File: src/rtl/acc_seq_pkg.sv
// acc_seq_pkg: shared types, constants and opcode decode for the acc_seq operation sequencer
package acc_seq_pkg;
  localparam int SEQ_WIDTH = 4;
  localparam int SEQ_REP_W = 2;
  localparam logic IDLE_SEL0 = 1'b0;
  localparam logic IDLE_SEL1 = 1'b0;
  typedef enum logic [1:0] {ADD, SUB, LOAD, LOADINV} op_t;
  typedef struct packed {
    op_t                  op;
    logic [SEQ_WIDTH-1:0] data;
    logic [SEQ_REP_W-1:0] rep;
  } seq_entry_t;
  typedef enum logic {IDLE, ISSUE} state_t;
  function automatic logic [1:0] op_to_sel(op_t op);
    return {op == LOAD || op == LOADINV, op == SUB || op == LOADINV};
  endfunction
endpackage

File: src/rtl/acc_seq_fifo.sv
// seq_fifo: request buffer of seq_entry_t with extra-bit pointers for full/empty
module seq_fifo
  import acc_seq_pkg::*;
#(
  parameter int DEPTH = 4
) (
  input  logic       clk,
  input  logic       rst_n,
  input  logic       push_i,
  input  seq_entry_t wdata_i,
  input  logic       pop_i,
  output seq_entry_t rdata_o,
  output logic       full_o,
  output logic       empty_o
);
  localparam int AW = $clog2(DEPTH);
  seq_entry_t mem_q [DEPTH];
  logic [AW:0] wptr_q, rptr_q;
  assign empty_o = wptr_q == rptr_q;
  assign full_o  = wptr_q == {~rptr_q[AW], rptr_q[AW-1:0]};
  assign rdata_o = mem_q[rptr_q[AW-1:0]];
  always_ff @(posedge clk or negedge rst_n) begin
    if (!rst_n) begin
      wptr_q <= '0;
      rptr_q <= '0;
    end else begin
      if (push_i && !full_o) wptr_q <= wptr_q + (AW+1)'(1);
      if (pop_i && !empty_o) rptr_q <= rptr_q + (AW+1)'(1);
    end
  end
  always_ff @(posedge clk) begin
    if (push_i && !full_o) mem_q[wptr_q[AW-1:0]] <= wdata_i;
  end
endmodule

File: src/rtl/acc_seq.sv
// acc_seq: buffers op requests and drives the accumulator datapath one op per clock.
// Define ACC_SEQ_ISSUE_CNT_EN to add the saturating issue_cnt output.
module acc_seq
  import acc_seq_pkg::*;
#(
  parameter int WIDTH = SEQ_WIDTH,
  parameter int DEPTH = 4,
  parameter int REP_W = SEQ_REP_W
) (
  input  logic             clk,
  input  logic             reset,
  input  logic             in_valid,
  output logic             in_ready,
  input  logic [1:0]       in_op,
  input  logic [WIDTH-1:0] in_data,
  input  logic [REP_W-1:0] in_rep,
  input  logic             clr_flags,
  input  logic             dp_cout,
  output logic [WIDTH-1:0] dp_a,
  output logic             dp_sel0,
  output logic             dp_sel1,
  output logic             busy,
  output logic             carry_flag
`ifdef ACC_SEQ_ISSUE_CNT_EN
  ,
  output logic [7:0]       issue_cnt
`endif
);
  state_t state_q, state_d;
  seq_entry_t cur_q, cur_d, head;
  logic [WIDTH-1:0] dp_a_q, dp_a_d;
  logic [1:0] sel_q, sel_d;
  logic carry_q, carry_d, full, empty, push, pop, issuing;
  assign issuing    = state_q == ISSUE;
  assign push       = in_valid && !full;
  assign pop        = !empty && (!issuing || cur_q.rep == '0);
  assign in_ready   = reset && !full;
  assign busy       = issuing || !empty;
  assign dp_a       = dp_a_q;
  assign dp_sel1    = sel_q[1];
  assign dp_sel0    = sel_q[0];
  assign carry_flag = carry_q;
  seq_fifo #(.DEPTH(DEPTH)) u_fifo (
    .clk     (clk),
    .rst_n   (reset),
    .push_i  (push),
    .wdata_i ('{op: op_t'(in_op), data: in_data, rep: in_rep}),
    .pop_i   (pop),
    .rdata_o (head),
    .full_o  (full),
    .empty_o (empty)
  );
  always_comb begin
    cur_d   = cur_q;
    state_d = state_q;
    if (pop) begin
      cur_d   = head;
      state_d = ISSUE;
    end else if (issuing && cur_q.rep != '0) cur_d.rep = cur_q.rep - REP_W'(1);
    else state_d = IDLE;
    dp_a_d  = state_d == ISSUE ? cur_d.data : '0;
    sel_d   = state_d == ISSUE ? op_to_sel(cur_d.op) : {IDLE_SEL1, IDLE_SEL0};
    // set beats clear when a carry lands in the same cycle as clr_flags
    carry_d = (issuing && (cur_q.op == ADD || cur_q.op == SUB) && dp_cout) || (carry_q && !clr_flags);
  end
  always_ff @(posedge clk or negedge reset) begin
    if (!reset) begin
      state_q <= IDLE;
      cur_q   <= '0;
      dp_a_q  <= '0;
      sel_q   <= {IDLE_SEL1, IDLE_SEL0};
      carry_q <= 1'b0;
    end else begin
      state_q <= state_d;
      cur_q   <= cur_d;
      dp_a_q  <= dp_a_d;
      sel_q   <= sel_d;
      carry_q <= carry_d;
    end
  end
`ifdef ACC_SEQ_ISSUE_CNT_EN
  logic [7:0] cnt_q, cnt_d;
  assign cnt_d     = clr_flags ? {7'd0, issuing} : cnt_q + {7'd0, issuing && cnt_q != 8'hFF};
  assign issue_cnt = cnt_q;
  always_ff @(posedge clk or negedge reset) begin
    if (!reset) cnt_q <= '0;
    else cnt_q <= cnt_d;
  end
`endif
endmodule
File: config.mk
export PLATFORM = sky130hd
export DESIGN_NAME = acc_seq
export DESIGN_NICKNAME = d
export VERILOG_FILES = /design/src/rtl/acc_seq_pkg.sv /design/src/rtl/acc_seq_fifo.sv /design/src/rtl/acc_seq.sv
export SDC_FILE = /design/constraint.sdc
export NUM_CORES = 1
export LEC_CHECK = 0
export ABC_CLOCK_PERIOD_IN_PS = 5080
export CAP_MARGIN = 20
export CELL_PAD_IN_SITES_DETAIL_PLACEMENT = 0
export CELL_PAD_IN_SITES_GLOBAL_PLACEMENT = 1
export CORE_MARGIN = 2
export CORE_UTILIZATION = 51
export DETAILED_ROUTE_END_ITERATION = 8
export PLACE_DENSITY = 0.83
export SLEW_MARGIN = 20
export SYNTH_ARGS = -nofsm -noshare
export SYNTH_HDL_FRONTEND = slang
export SYNTH_SLANG_ARGS = --single-unit
File: constraint.sdc
create_clock -name clk -period 5.08 [get_ports clk]
set_clock_uncertainty 0.2 [all_clocks]
set_input_delay 0.508 -clock clk [delete_from_list [all_inputs] [get_ports clk]]
set_output_delay 0.508 -clock clk [all_outputs]
set_load 0.005 [all_outputs]
### Yosys cells after proc, flatten, opt, wreduce, memory -nomap -nowiden

Memory sizes are Yosys's and may differ from the RTL's.
Index checks and enable logic that the tools add are counted.

| word-level totals | value |
|---|---|
| bits in registers | 22 |
| memories | 1 |
| bits in writable memories | 32 |
| output and inout port bits | 9 |
| word-level logic and storage cells | 52 |
| input port bits | 13 |

Memories:

| name | words | bits a word | rd ports | clocked after Yosys merged registers in | write ports | line | source |
|---|---|---|---|---|---|---|---|
| u_fifo.mem_q | 4 | 8 | 1 | 0 | 1 | acc_seq_fifo.sv:17 | `seq_entry_t mem_q [DEPTH];` |

| cells by class | value |
|---|---|
| equality and inequality tests | 6 |
| bitwise gates (word level) | 1 |
| reduce and logical (&&, ||, !) cells | 23 |
| add/subtract/negate cells | 3 |
| multiplexer cells | 9 |

Operators with widths:

| cell | count |
|---|---|
| logical AND 1 bit | 9 |
| adder 3 x 1 -> 3 bit, second input constant | 2 |
| equality test 3 bit | 2 |
| logical OR 1 bit | 6 |
| 2-to-1 mux 2 bit | 3 |
| 2-to-1 mux 6 bit | 1 |
| equality test 2 x 1 -> 1 bit, second input constant | 2 |
| equality test 2 bit, second input constant | 2 |
| logical NOT 1 bit | 4 |
| logical NOT 2 bit | 2 |
| 2-to-1 mux 1 bit | 4 |
| 2-to-1 mux 4 bit | 1 |
| nonzero test 2 bit | 2 |
| subtractor 2 x 1 -> 2 bit, second input constant | 1 |
| inverter 1 bit | 1 |

### Depth between registers and ports, before layout

| logic depth | value |
|---|---|
| depth after elaboration | 7 |
| mapped depth | 8 |
| mapped depth without buffers | 6 |

### Cells and area by module

Synthesis repeated with hierarchy kept, for this count alone.

| unflattened totals | value |
|---|---|
| cells, all modules | 138 |
| area, all modules | 2367.3 µm² |

Modules (own cells, without submodules):

| module | area each (µm²) | seq. area each (µm²) | cells an instance | times used |
|---|---|---|---|---|
| seq_fifo | 1695.4 | 1111.1 | 90 | 1 |
| acc_seq | 671.9 | 400.4 | 48 | 1 |

### Least setup slack after synthesis

No wires, ideal clock.

| timing path | value |
|---|---|
| kind | reg-to-output |
| start | register u_fifo.rptr_q[0] |
| end | output port in_ready |
| setup slack | 3.280 ns |
| arrival time | 1.092 ns |
| path buffers | 1 |
| cell stages (with the launch flop) | 5 |
| required time | 4.372 ns |
| cells stage by stage | dfrtp_1 > buf_6 > xnor2_2 > nand3_1 > and2_1 |

| on the way | value |
|---|---|
| longest elaborated chain between the ends | 3 |

Ends and longest elaborated chain:

| item | line | source |
|---|---|---|
| start: declaration | acc_seq_fifo.sv:18 | `logic [AW:0] wptr_q, rptr_q;` |
| start signal: assignment | acc_seq_fifo.sv:28 | `if (pop_i && !empty_o) rptr_q <= rptr_q + (AW+1)'(1);` |
| equality test 3 bit | acc_seq_fifo.sv:20 | `assign full_o = wptr_q == {~rptr_q[AW], rptr_q[AW-1:0]};` |
| logical NOT 1 bit | acc_seq.sv:37 | `assign in_ready = reset && !full;` |
| logical AND 1 bit | acc_seq.sv:37 |  |
| end: declaration | acc_seq.sv:13 | `output logic in_ready,` |

No other way between the ends.

### Worst setup path after layout

Same ends and word-level chain as after synthesis.

==> flow_summary.yaml <==
setup_path:
  cp.required_ns: 4.37
  critPathMaxStageDelay_ns: 0.74
  start_kind: "flop"
  critPathSlowestCell: "dfrtp_1"
  path_depth: 4
  reg2reg_slack_ns: 2.87
  worstPathMaxFanout: 11
  path_delay_family: "flip-flops"
  cp.arrival_ns: 2.13
  cp_cell_sequence: "xnor2_2, nand3_1, and2_1, clkdlybuf4s50_1"
  worstSetupEndpointType: "output pin"
  path_buf_inv: 1
  reg2reg_depth: 3
  critPathKind: "reg -> out"
sta:
  timing.final.crit_share_pct: 55.9
  finalHoldViolCount: 0
  grt_setup_unrepaired: "false"
  setup_viol: 0
  worstMarginPinSlew_ns: 0.743
  fmax_mhz: 352
  setup-tns-final_ns: 0
  relSlewSlack_pct: 50.3
  fin_ws_ns: 2.24
  period_minus_slack_ns: 2.84
  drv_slew: 0
clock_tree:
  clock_latency_ns: 0.30
  htree_levels: 2
  root_buffer: "clkbuf_8"
  path_clk_slew_ns: 0.09
  cts_buffer_depth: 2
  cts_resized: 0
  cts.sinks: 54
  cts_tree: "built"
  hold_buffers: 0
  postCtsSetupBuffers: 0
  numCtsBuffers: 5
yosys:
  async_flop_share_pct: 40.7
  synth_top_area_share_pct: 43.3
  synth_warnings: 0
  ys_types: 28
  yosys.cell_count.top_type: "edfxtp_1"
  synthTopCellsByCount: "32 x edfxtp_1, 22 x dfrtp_1, 7 x mux2_2"
  syn-num-nets: 140
  syn_avg_cell_area_sq_um: 18.3
  synth_ff_type: "edfxtp_1"
  ys_ff_latch: 54
  synth_top_area_cell: "edfxtp_1"
  synth_edf_count: 32
  netlist_area_sq_mm: 0.00222
  seq_area_frac_synth_pct: 68.1
  synth_cells: 121
  synthTopCellsByArea: "edfxtp_1 43%, dfrtp_1 25%, mux4_1 7.1%, mux2_2 3.6%, ha_1 3.4%"
global_routing:
  overflow: 0
  grt_use_met1_pct: 17.5
  grt_usage_pct: 15.0
  globalRouteMet3Util_pct: 4.91
  antenna_found_initial: 0
  grt.busiest_layer: "met2"
  grt_max_degree: 24
  grt_pass1_wl_um: 5510
  grtUsageMet2_pct: 25.2
  grt_pass1_vias: 1118
routing:
  antenna_left: 0
  route.detailed.drc: 0
  via_count: 1071
  viasPerCell: 5.44
  first_iter_violations: 36
  drtPass1Iterations: 4
  wire_per_inst_um: 16.7
  wl_um: 3280
power:
  p_leak_uw: 0.000983
  power_density_mw_per_mm2: 605
  peakVddDrop_mv: 0.246
die:
  dieHeight_um: 70.0
  initial_core_util_pct: 54.3
  die_w_um: 70.0
  coreArea_sq_mm: 0.00409
  rows: 23
  io_pins: 22
  die-area_sq_mm: 0.00489
cells_and_area:
  area_growth_pct: 14.9
  diodes: 0
  fin_nets: 165
  drive_gt1_share_pct: 14.3
status:
  status: "finished, final reports clean"
run:
  max_cap_violations: 0
worst_hold_path:
  hold_depth: 1
  hold_path_class: "reg -> reg"
placed_design:
  dp_hpwl_um: 2270
  dp_worst_setup_slack_ns: 2.43
  gp_congestion: 0.779
  portBuffers: 21
metal layers:
metal  up-vias  part of all wire (%)
li1        508                     -
met1       533                    45
met2        24                    49
met3         6                   4.7
met4         0                   1.5
met5         -                     0
sequential cells by signal (all words and copies together), names as in the netlist:
signal	count
cur_q	8
dp_a	4
issuing	1
carry_flag	1
u_fifo.wptr_q	3
sel_q	2
u_fifo.mem_q	32
u_fifo.rptr_q	3
layout make-up:
type,instances,area (sq um)
Multi-Input combinational cell,58,653
Sequential cell,54,1510
Tap cell,50,62.6
Timing Repair Buffer,22,218
Clock inverter,3,16.3
Clock buffer,5,68.8
Inverter,5,18.8
Fill cell,304,1540
metrics by stage:
step	total power [uW]	std cells	cell area [sq um]	hold slack (ns)	util (%)
floorplan	1180	121	2220	0.0124	-
global placement	1310	189	2460	0.284	60.3
detailed placement	1340	189	2460	0.292	60.3
CTS	1570	197	2550	0.320	62.4
global route	1640	197	2550	0.329	62.4
finish	1540	197	2550	0.314	62.4
cell families after synthesis:
kind of cell    synth area share, %
fa+ha+maj                      3.38
xor+xnor                       3.84
compound gates                 4.46
mux                            13.4
buf+inv                        2.43
flops                          68.1
simple gates                   4.40
where the power goes:
part | total (uW) | switching, uW | leakage (uW) | internal, uW
clock network | 226 | 131 | 0.0000432 | 94.7
logic | 586 | 258 | 0.000389 | 328
registers | 730 | 105 | 0.000551 | 624
cell usage in the layout (no fill, tap or decap), types with 2 or more instances in the layout:
master / count
ha_1: 6
clkinv_1: 2
nand2_1: 3
edfxtp_1: 32
nand3_1: 2
xor2_1: 3
clkdlybuf4s50_1: 21
inv_1: 5
mux4_2: 2
clkbuf_8: 5
nand2b_1: 3
xnor2_1: 3
xnor2_2: 2
a22o_1: 6
dfrtp_1: 22
mux2_2: 7
mux4_1: 6
and3_1: 5
path summary, 6_finish.rpt:
check                                 start                 end
min reg2reg                        cur_q[0]            cur_q[0]
max reg2reg                u_fifo.rptr_q[0]  u_fifo.mem_q[3][4]
max                        u_fifo.rptr_q[0]            in_ready
min                                cur_q[0]            cur_q[0]
min in group asynchronous             reset            cur_q[6]
max in group asynchronous             reset             issuing
No activity file was read; power rests on OpenSTA's default activity.
